[config.mk]
export PLATFORM = sky130hd
export DESIGN_NAME = sync_fifo_wr_arbiter_flat
export DESIGN_NICKNAME = d
export VERILOG_FILES = /design/src/rtl/sync_fifo_wr_arbiter_if.sv /design/src/rtl/sync_fifo_wr_arbiter.sv /design/src/flat_wrapper.sv
export SDC_FILE = /design/constraint.sdc
export NUM_CORES = 1
export LEC_CHECK = 0
export CORE_MARGIN = 10
export CORE_UTILIZATION = 43
export CTS_BUF_LIST = sky130_fd_sc_hd__clkbuf_16
export DETAILED_ROUTE_END_ITERATION = 16
export GPL_ROUTABILITY_DRIVEN = 0
export MAX_ROUTING_LAYER = met4
export PLACE_DENSITY = 0.83
export SYNTH_ARGS = -nofsm -noshare
export SYNTH_HDL_FRONTEND = slang
export SYNTH_SLANG_ARGS = --single-unit
[constraint.sdc]
create_clock -name clk -period 5.5 [get_ports clk]
set_clock_uncertainty 0.2 [all_clocks]
set_input_delay 0.825 -clock clk [delete_from_list [all_inputs] [get_ports clk]]
set_output_delay 0.825 -clock clk [all_outputs]
set_load 0.03 [all_outputs]
[src/rtl/sync_fifo_wr_arbiter_if.sv]
// Write-side bundle between NUM_REQ producers, the arbiter and a sync_fifo.
//   req          producer request flags, one bit per producer
//   req_data     producer words, producer i on [i*DATA_WIDTH +: DATA_WIDTH]
//   ack          one-hot (or zero) acknowledge back to the producers
//   fifo_full    full flag from the sync_fifo
//   fifo_w_en    write enable to the sync_fifo
//   fifo_data    write data to the sync_fifo
//   fifo_src     index of the producer being written (0 when idle)
//   burst_active high while a producer holds a burst lock
// Modport master is the arbiter; slave is the producer/FIFO environment.
interface sync_fifo_wr_arbiter_if #(
    parameter int unsigned NUM_REQ    = 4,
    parameter int unsigned DATA_WIDTH = 8,
    parameter int unsigned ID_WIDTH   = $clog2(NUM_REQ)
);
    logic [NUM_REQ-1:0]            req;
    logic [NUM_REQ*DATA_WIDTH-1:0] req_data;
    logic [NUM_REQ-1:0]            ack;
    logic                          fifo_full;
    logic                          fifo_w_en;
    logic [DATA_WIDTH-1:0]         fifo_data;
    logic [ID_WIDTH-1:0]           fifo_src;
    logic                          burst_active;

    modport master (
        input  req, req_data, fifo_full,
        output ack, fifo_w_en, fifo_data, fifo_src, burst_active
    );

    modport slave (
        output req, req_data, fifo_full,
        input  ack, fifo_w_en, fifo_data, fifo_src, burst_active
    );
endinterface

[src/rtl/sync_fifo_wr_arbiter.sv]
// Round-robin write arbiter sharing one sync_fifo write port among NUM_REQ
// producers, with an optional burst lock of up to MAX_BURST words per grant.
//   clk  rising-edge clock
//   rst  synchronous active-high reset; forces all outputs to 0
//   bus  sync_fifo_wr_arbiter_if.master: producer req/data/ack, FIFO write
//        port (w_en/data/full), fifo_src and burst_active status
// Outputs are combinational from state, req and fifo_full (zero-latency write).
module sync_fifo_wr_arbiter #(
    parameter int unsigned NUM_REQ    = 4,
    parameter int unsigned DATA_WIDTH = 8,
    parameter int unsigned MAX_BURST  = 4,
    parameter int unsigned ID_WIDTH   = $clog2(NUM_REQ)
) (
    input logic                    clk,
    input logic                    rst,
    sync_fifo_wr_arbiter_if.master bus
);
    localparam int unsigned CNT_WIDTH = $clog2(MAX_BURST + 1);

    localparam logic [0:0] IDLE = 1'b0;
    localparam logic [0:0] LOCK = 1'b1;

    localparam logic [ID_WIDTH-1:0]  LAST_ID  = ID_WIDTH'(NUM_REQ - 1);
    localparam logic [CNT_WIDTH-1:0] LAST_CNT = CNT_WIDTH'(MAX_BURST - 1);

    logic [0:0]           fsm_q, fsm_d;
    logic [ID_WIDTH-1:0]  ptr_q, ptr_d;
    logic [ID_WIDTH-1:0]  owner_q, owner_d;
    logic [CNT_WIDTH-1:0] burst_cnt_q, burst_cnt_d;

    logic                cand_found;
    logic [ID_WIDTH-1:0] cand;
    logic [ID_WIDTH-1:0] scan_idx;
    logic                grant;
    logic [ID_WIDTH-1:0] sel;

    // Explicit wrap so non-power-of-2 NUM_REQ never indexes past the last producer.
    function automatic logic [ID_WIDTH-1:0] next_id(input logic [ID_WIDTH-1:0] id);
        return (id == LAST_ID) ? '0 : id + ID_WIDTH'(1);
    endfunction

    // First requester at or after ptr, scanning modulo NUM_REQ.
    always_comb begin
        cand_found = 1'b0;
        cand       = '0;
        scan_idx   = ptr_q;
        for (int k = 0; k < NUM_REQ; k++) begin
            if (!cand_found && bus.req[scan_idx]) begin
                cand_found = 1'b1;
                cand       = scan_idx;
            end
            scan_idx = next_id(scan_idx);
        end
    end

    always_comb begin
        grant       = 1'b0;
        sel         = '0;
        fsm_d       = fsm_q;
        ptr_d       = ptr_q;
        owner_d     = owner_q;
        burst_cnt_d = burst_cnt_q;
        case (fsm_q)
            IDLE: begin
                // A blocked candidate leaves ptr alone so it keeps its turn.
                if (cand_found && !bus.fifo_full) begin
                    grant = 1'b1;
                    sel   = cand;
                    if (MAX_BURST == 1) begin
                        ptr_d = next_id(cand);
                    end else begin
                        owner_d     = cand;
                        burst_cnt_d = CNT_WIDTH'(1);
                        fsm_d       = LOCK;
                    end
                end
            end
            LOCK: begin
                if (!bus.req[owner_q]) begin
                    // Owner gave up early: release with a one-cycle bubble.
                    ptr_d = next_id(owner_q);
                    fsm_d = IDLE;
                end else if (!bus.fifo_full) begin
                    grant = 1'b1;
                    sel   = owner_q;
                    if (burst_cnt_q == LAST_CNT) begin
                        ptr_d       = next_id(owner_q);
                        burst_cnt_d = '0;
                        fsm_d       = IDLE;
                    end else begin
                        burst_cnt_d = burst_cnt_q + CNT_WIDTH'(1);
                    end
                end
            end
            default: fsm_d = IDLE;
        endcase
        if (rst) begin
            grant = 1'b0;
        end
    end

    always_comb begin
        bus.ack       = '0;
        bus.fifo_data = '0;
        for (int i = 0; i < NUM_REQ; i++) begin
            if (grant && (sel == ID_WIDTH'(i))) begin
                bus.ack[i]    = 1'b1;
                bus.fifo_data = bus.req_data[i*DATA_WIDTH +: DATA_WIDTH];
            end
        end
    end

    assign bus.fifo_w_en    = grant;
    assign bus.fifo_src     = grant ? sel : '0;
    assign bus.burst_active = !rst && (fsm_q == LOCK);

    always_ff @(posedge clk) begin
        if (rst) begin
            fsm_q       <= IDLE;
            ptr_q       <= '0;
            owner_q     <= '0;
            burst_cnt_q <= '0;
        end else begin
            fsm_q       <= fsm_d;
            ptr_q       <= ptr_d;
            owner_q     <= owner_d;
            burst_cnt_q <= burst_cnt_d;
        end
    end
endmodule

[src/flat_wrapper.sv]
// flat-port wrapper written by rule: the top's interface ports become plain ports
module sync_fifo_wr_arbiter_flat 
#(
    parameter int unsigned NUM_REQ    = 4,
    parameter int unsigned DATA_WIDTH = 8,
    parameter int unsigned MAX_BURST  = 4,
    parameter int unsigned ID_WIDTH   = $clog2(NUM_REQ)
)
  (clk, rst, bus_req, bus_req_data, bus_fifo_full, bus_ack, bus_fifo_w_en, bus_fifo_data, bus_fifo_src, bus_burst_active);
  sync_fifo_wr_arbiter_if #(.NUM_REQ(NUM_REQ), .DATA_WIDTH(DATA_WIDTH), .ID_WIDTH(ID_WIDTH)) bus_i ();
  input logic clk;
  input logic rst;
  input wire logic [$bits(bus_i.req)-1:0] bus_req;
  input wire logic [$bits(bus_i.req_data)-1:0] bus_req_data;
  input wire logic [$bits(bus_i.fifo_full)-1:0] bus_fifo_full;
  output wire logic [$bits(bus_i.ack)-1:0] bus_ack;
  output wire logic [$bits(bus_i.fifo_w_en)-1:0] bus_fifo_w_en;
  output wire logic [$bits(bus_i.fifo_data)-1:0] bus_fifo_data;
  output wire logic [$bits(bus_i.fifo_src)-1:0] bus_fifo_src;
  output wire logic [$bits(bus_i.burst_active)-1:0] bus_burst_active;
  assign bus_i.req = bus_req;
  assign bus_i.req_data = bus_req_data;
  assign bus_i.fifo_full = bus_fifo_full;
  assign bus_ack = bus_i.ack;
  assign bus_fifo_w_en = bus_i.fifo_w_en;
  assign bus_fifo_data = bus_i.fifo_data;
  assign bus_fifo_src = bus_i.fifo_src;
  assign bus_burst_active = bus_i.burst_active;
  sync_fifo_wr_arbiter #(.NUM_REQ(NUM_REQ), .DATA_WIDTH(DATA_WIDTH), .MAX_BURST(MAX_BURST), .ID_WIDTH(ID_WIDTH)) u_core (.clk(clk), .rst(rst), .bus(bus_i));
endmodule
==> results.json, run 1 <==
{
  "status": "finished clean",
  "avgSynthCellArea_um2": 8.13,
  "required_ps": 4470,
  "sw_frac_of_total": 0.315,
  "post_cts_resized": 0,
  "slew_headroom": 0.519,
  "route.met2.wl_um": 1610,
  "dp_worst_setup_slack_ps": 470,
  "die_y_um": 70.1,
  "stdcell_area_um2": 1690,
  "max_freq_mhz": 196,
  "cp.arrival_ps": 4070,
  "die-area_um2": 4920,
  "wl_met1_um": 1570,
  "grt_usage": 0.150,
  "yosysSeqAreaShare": 0.148,
  "finalHoldViolCount": 0,
  "period_minus_slack_ps": 5100,
  "critPathMaxFanout": 13,
  "cts_sinks": 8,
  "setup_ws_ps": 403,
  "worstSetupEndpointType": "output port",
  "cts_tree": "built",
  "fillers": 185,
  "grt_max_degree": 20,
  "power_uw": 330,
  "io_buffers": 54,
  "dpl.cell_count": 209,
  "drive_above_1_share": 0.0934,
  "synthTopCellsByCount": "mux2i_1 (21), nor2_1 (12), a21oi_1 (11), o22ai_1 (9)",
  "yosys_register_bits": 8,
  "switchingPower_uw": 104,
  "worst_slew_pin_slew_ps": 720,
  "p_int_uw": 226,
  "hold_depth": 1,
  "grt_overflow_total": 0,
  "antenna_found_initial": 0,
  "rows": 18,
  "initial_core_util": 0.444,
  "yosysWarningCount": 0,
  "first_pass_iters": 4,
  "power_frac_clock": 0.377,
  "area_delta_synth_final_pct": 56.1,
  "initialDrtViolationCount": 132,
  "yosys.cell_types.count": 43,
  "syn_inst": 133,
  "coreArea_um2": 2430,
  "cts_hold_buf": 0,
  "htree_levels": 1,
  "clockBufferDepth": 2,
  "synth_nets": 175,
  "yosys.area.top_type_share": 0.194,
  "cts-buffers-inserted": 3,
  "synth_edf_count": 0,
  "r2r_cells": 7,
  "final_nets": 226,
  "peakVddDrop_v": 0.000219,
  "dp_hpwl_um": 3030,
  "drc_errors": 0,
  "cts_root_buf": "clkbuf_16",
  "clk_pin_slew_ps": 30,
  "syn-cell-area_um2": 1080,
  "finalSetupTns_ps": 0,
  "p_comb_frac": 0.417,
  "synthArstFlopShare": 0,
  "yosys.area.top_type": "mux2i_1",
  "wl_um": 3730,
  "synth_most_common_cell": "mux2i_1",
  "grt_pass1_vias": 1301,
  "finalSetupViolations": 0,
  "maxCapViolations": 0,
  "r2r_setup_slack_ps": 2680,
  "whs_endpoint": "u_core.burst_cnt_q[2]",
  "worstSetupStartpointType": "input pin",
  "fin_crit_sh": 0.927,
  "drv_slew": 0,
  "num_antenna_cells": 0,
  "place_area_um2": 1610,
  "seqPwrFrac": 0.207,
  "via_per_inst": 5.85,
  "die_x_um": 70.1,
  "yosys-top-cells-area": "mux2i_1 (19%), dfxtp_1 (15%), o22ai_1 (5.2%)",
  "routedWlPerCell_um": 17.6,
  "highest_layer": "met4",
  "routed-wl-met3_um": 511,
  "io_pins": 55,
  "postCtsSetupBuffers": 0,
  "r2r-start": "u_core.ptr_q[0]",
  "reg2reg_to": "u_core.burst_cnt_q[0]",
  "rsz0062_at_grt": "false",
  "critPathKind": "in -> out",
  "clock_latency_ps": 240,
  "grt_first_pass_wirelength_um": 6060,
  "p_leak_uw": 0.000593,
  "power-per-cell-area_nw_per_um2": 196,
  "min_path_type": "reg -> reg",
  "hp-start": "u_core.burst_cnt_q[2]",
  "layout.cells.non_filler": 212,
  "num_vias": 1241,
  "synthFlopType": "dfxtp_1",
  "antenna_left": 0
}
==> critical path, stage by stage <==
cell	delay, ps
clkdlybuf4s50_1	730
mux4_2	330
nor3b_1	610
nand2b_1	210
nand2b_1	90
inv_1	120
nand2_1	190
o22ai_1	240
clkdlybuf4s50_1	710
==> per-layer routing <==
metal / vias to the layer above / track usage
met5: - / -
met4: 0 / 0.0526
met3: 6 / 0.0833
met2: 80 / 0.224
met1: 555 / 0.165
li1: 600 / -
==> cell type report <==
class	instances	area, um^2	share of cell area
multi-input cells	108	837	0.496
repair buffers	55	548	0.325
flip-flops and latches	8	160	0.0949
clock buffers	3	75.1	0.0445
well taps	30	37.5	0.0222
inverters	8	30.0	0.0178
==> how the worst max path moves through the flow <==
stage                    start               end  cells past startpoint
global placement    bus_req[1]  bus_fifo_data[5]                      9
global route        bus_req[3]  bus_fifo_data[4]                      9
CTS                 bus_req[3]  bus_fifo_data[0]                      9
finish              bus_req[3]  bus_fifo_data[0]                      9
floorplan           bus_req[1]        bus_ack[0]                      8
detailed placement  bus_req[1]  bus_fifo_data[0]                      9
==> cell usage in the layout, fill, tap and decap left out, types with 4 or more instances in the layout <==
cell,count
o21ai_0,6
o22ai_1,9
clkdlybuf4s50_1,54
a21oi_1,11
inv_1,8
nor2_1,12
nand2_1,4
dfxtp_1,8
mux2i_1,21
==> cell families after synthesis <==
logic type,synth area share
AOI/OAI and AO/OA,0.266
and+or+nand+nor,0.211
muxes,0.257
buffers and inverters,0.0833
DFF,0.148
adders and majority gates,0.0347
==> metrics by stage <==
step	util	hold WS [ps]
floorplan	-	262
finish	0.694	302
global route	0.694	324
detailed placement	0.663	286
global placement	0.663	281
CTS	0.694	296
==> sequential cells by signal, indices dropped and copies added (netlist names) <==
| signal | count |
|---|---|
| u_core.burst_cnt_q | 3 |
| u_core.owner_q | 2 |
| u_core.ptr_q | 2 |
| u_core.fsm_q | 1 |
==> power by group through the flow <==
stage	registers [uW]	clock network [uW]	logic [uW]
after floorplan	65.9	0	86.7
after global placement	68.2	0	134
after detailed placement	68.5	0	137
after CTS	67.9	125	137
after global routing	68.7	127	148
final	68.2	124	138
(Power assumes the default switching activity.)
==> inputs of run 2 (changes only) <==
Settings changed: CORE_UTILIZATION 43 to 44, CTS_BUF_LIST sky130_fd_sc_hd__clkbuf_16 to sky130_fd_sc_hd__clkbuf_8, PLACE_DENSITY 0.83 to default, PLACE_DENSITY_LB_ADDON from default to 0.1.
==> results.json, run 2 (synthesized netlist as in run 1, its figures left out) <==
{
  "switchingPower_uw": 97.8,
  "grt_max_degree": 15,
  "top_register": "u_core.burst_cnt_q",
  "num_vias": 1220,
  "largest_reg_flops": 3,
  "finalSetupTns_ps": 0,
  "first_pass_iters": 4,
  "drc_errors": 0,
  "grt_overflow_total": 0,
  "critPathKind": "in -> out",
  "area_delta_synth_final_pct": 53.5,
  "multiInputGateArea_um2": 837,
  "rows": 17,
  "finalHoldViolCount": 0,
  "finalSetupViolations": 0,
  "seqPwrFrac": 0.243,
  "cts_tree": "built",
  "fillers": 198,
  "top_regs": "u_core.burst_cnt_q: 3 flops, u_core.owner_q: 2 flops, u_core.ptr_q: 2 flops",
  "clk_pin_slew_ps": 40,
  "cts_root_buf": "clkbuf_8",
  "period_minus_slack_ps": 5030,
  "drv_slew": 0,
  "wl_um": 3740,
  "worst_slew_pin_slew_ps": 639,
  "num_antenna_cells": 0,
  "clockBufferDepth": 2,
  "drive_above_1_share": 0.0984,
  "worstSetupStartpointType": "input pin",
  "p_int_uw": 180,
  "power_frac_clock": 0.262,
  "final_common_cell": "clkdlybuf4s50_1",
  "initial_core_util": 0.475,
  "rsz0062_at_grt": "false",
  "power-per-cell-area_nw_per_um2": 168,
  "final_cell_mix": "clkdlybuf4s50_1 (54), mux2i_1 (21), nor2_1 (12)",
  "io_buffers": 54,
  "layout.cells.non_filler": 211,
  "required_ps": 4470,
  "via_per_inst": 5.78,
  "htree_levels": 1,
  "post_cts_resized": 0,
  "r2r_cells": 7,
  "peakVddDrop_v": 0.000193,
  "die-area_um2": 4840,
  "sw_frac_of_total": 0.351,
  "clock_latency_ps": 240,
  "cts_hold_buf": 0,
  "cp.arrival_ps": 4000,
  "grt_usage": 0.146,
  "seq_area_um2": 160,
  "p_leak_uw": 0.000583,
  "cts-buffers-inserted": 3,
  "status": "finished clean",
  "worstSetupEndpointType": "output port",
  "critPathMaxFanout": 11,
  "die_y_um": 69.6,
  "antenna_left": 0,
  "slew_headroom": 0.573,
  "final_nets": 227,
  "fin_crit_sh": 0.914,
  "die_x_um": 69.6,
  "routedWlPerCell_um": 17.7,
  "initialDrtViolationCount": 128,
  "dp_hpwl_um": 3120,
  "grt_first_pass_wirelength_um": 5760,
  "dpl.cell_count": 208,
  "grt_pass1_vias": 1213,
  "coreArea_um2": 2280,
  "io_pins": 55,
  "min_path_type": "reg -> reg",
  "postCtsSetupBuffers": 0,
  "antenna_found_initial": 0,
  "cts_sinks": 8,
  "maxCapViolations": 0,
  "hold_depth": 1,
  "p_comb_frac": 0.495,
  "max_freq_mhz": 199
}
run 2: stage by stage:
stage          setup slack, ps  utilization  power (uW)  area [um^2]  hold slack, ps
2_1_floorplan             1490            -         153         1080             262
3_3_place_gp               548        0.711         202         1620             281
3_5_place_dp               511        0.711         205         1620             292
4_1_cts                    483        0.729         279         1660             302
5_1_grt                    266        0.729         293         1660             320
6_report                   473        0.729         278         1660             299
run 2: final cells by class:
| type | instances | share of cell area |
|---|---|---|
| Clock buffer | 3 | 0.0249 |
| Sequential cell | 8 | 0.0965 |
| Timing Repair Buffer | 56 | 0.335 |
| Multi-Input combinational cell | 108 | 0.505 |
| Tap cell | 28 | 0.0211 |
| Inverter | 8 | 0.0181 |
run 2: final timing paths:
path,from,to,slack (ps)
worst max-delay path,bus_req[1],bus_fifo_data[5],470
worst min-delay path,u_core.burst_cnt_q[2],u_core.burst_cnt_q[2],300
worst max register to register,u_core.ptr_q[0],u_core.burst_cnt_q[0],2680
worst min register to register,u_core.burst_cnt_q[2],u_core.burst_cnt_q[2],300
run 2: worst max-delay path, stage by stage:
cell and delay [ps]:
clkdlybuf4s50_1 570, or4_1 580, o31a_1 150, o31ai_4 310
a21oi_1 120, a21oi_1 230, nand2_1 240, o22ai_1 250
clkdlybuf4s50_1 720
run 2: per-layer routing:
| metal | wire [um] | global-route usage |
|---|---|---|
| met3 | 231 | 0.0285 |
| met5 | 0 | - |
| met2 | 1910 | 0.255 |
| met1 | 1520 | 0.152 |
| met4 | 78 | 0.0732 |
run 2: power by group through the flow:
stage                     Sequential, uW  Combinational [uW]  Clock, uW
final                               67.7                 138       72.9
after detailed placement            68.5                 137          0
after global placement              68.1                 134          0
after global routing                68.3                 148       76.2
after CTS                           67.5                 138       73.6
after floorplan                     65.9                86.7          0
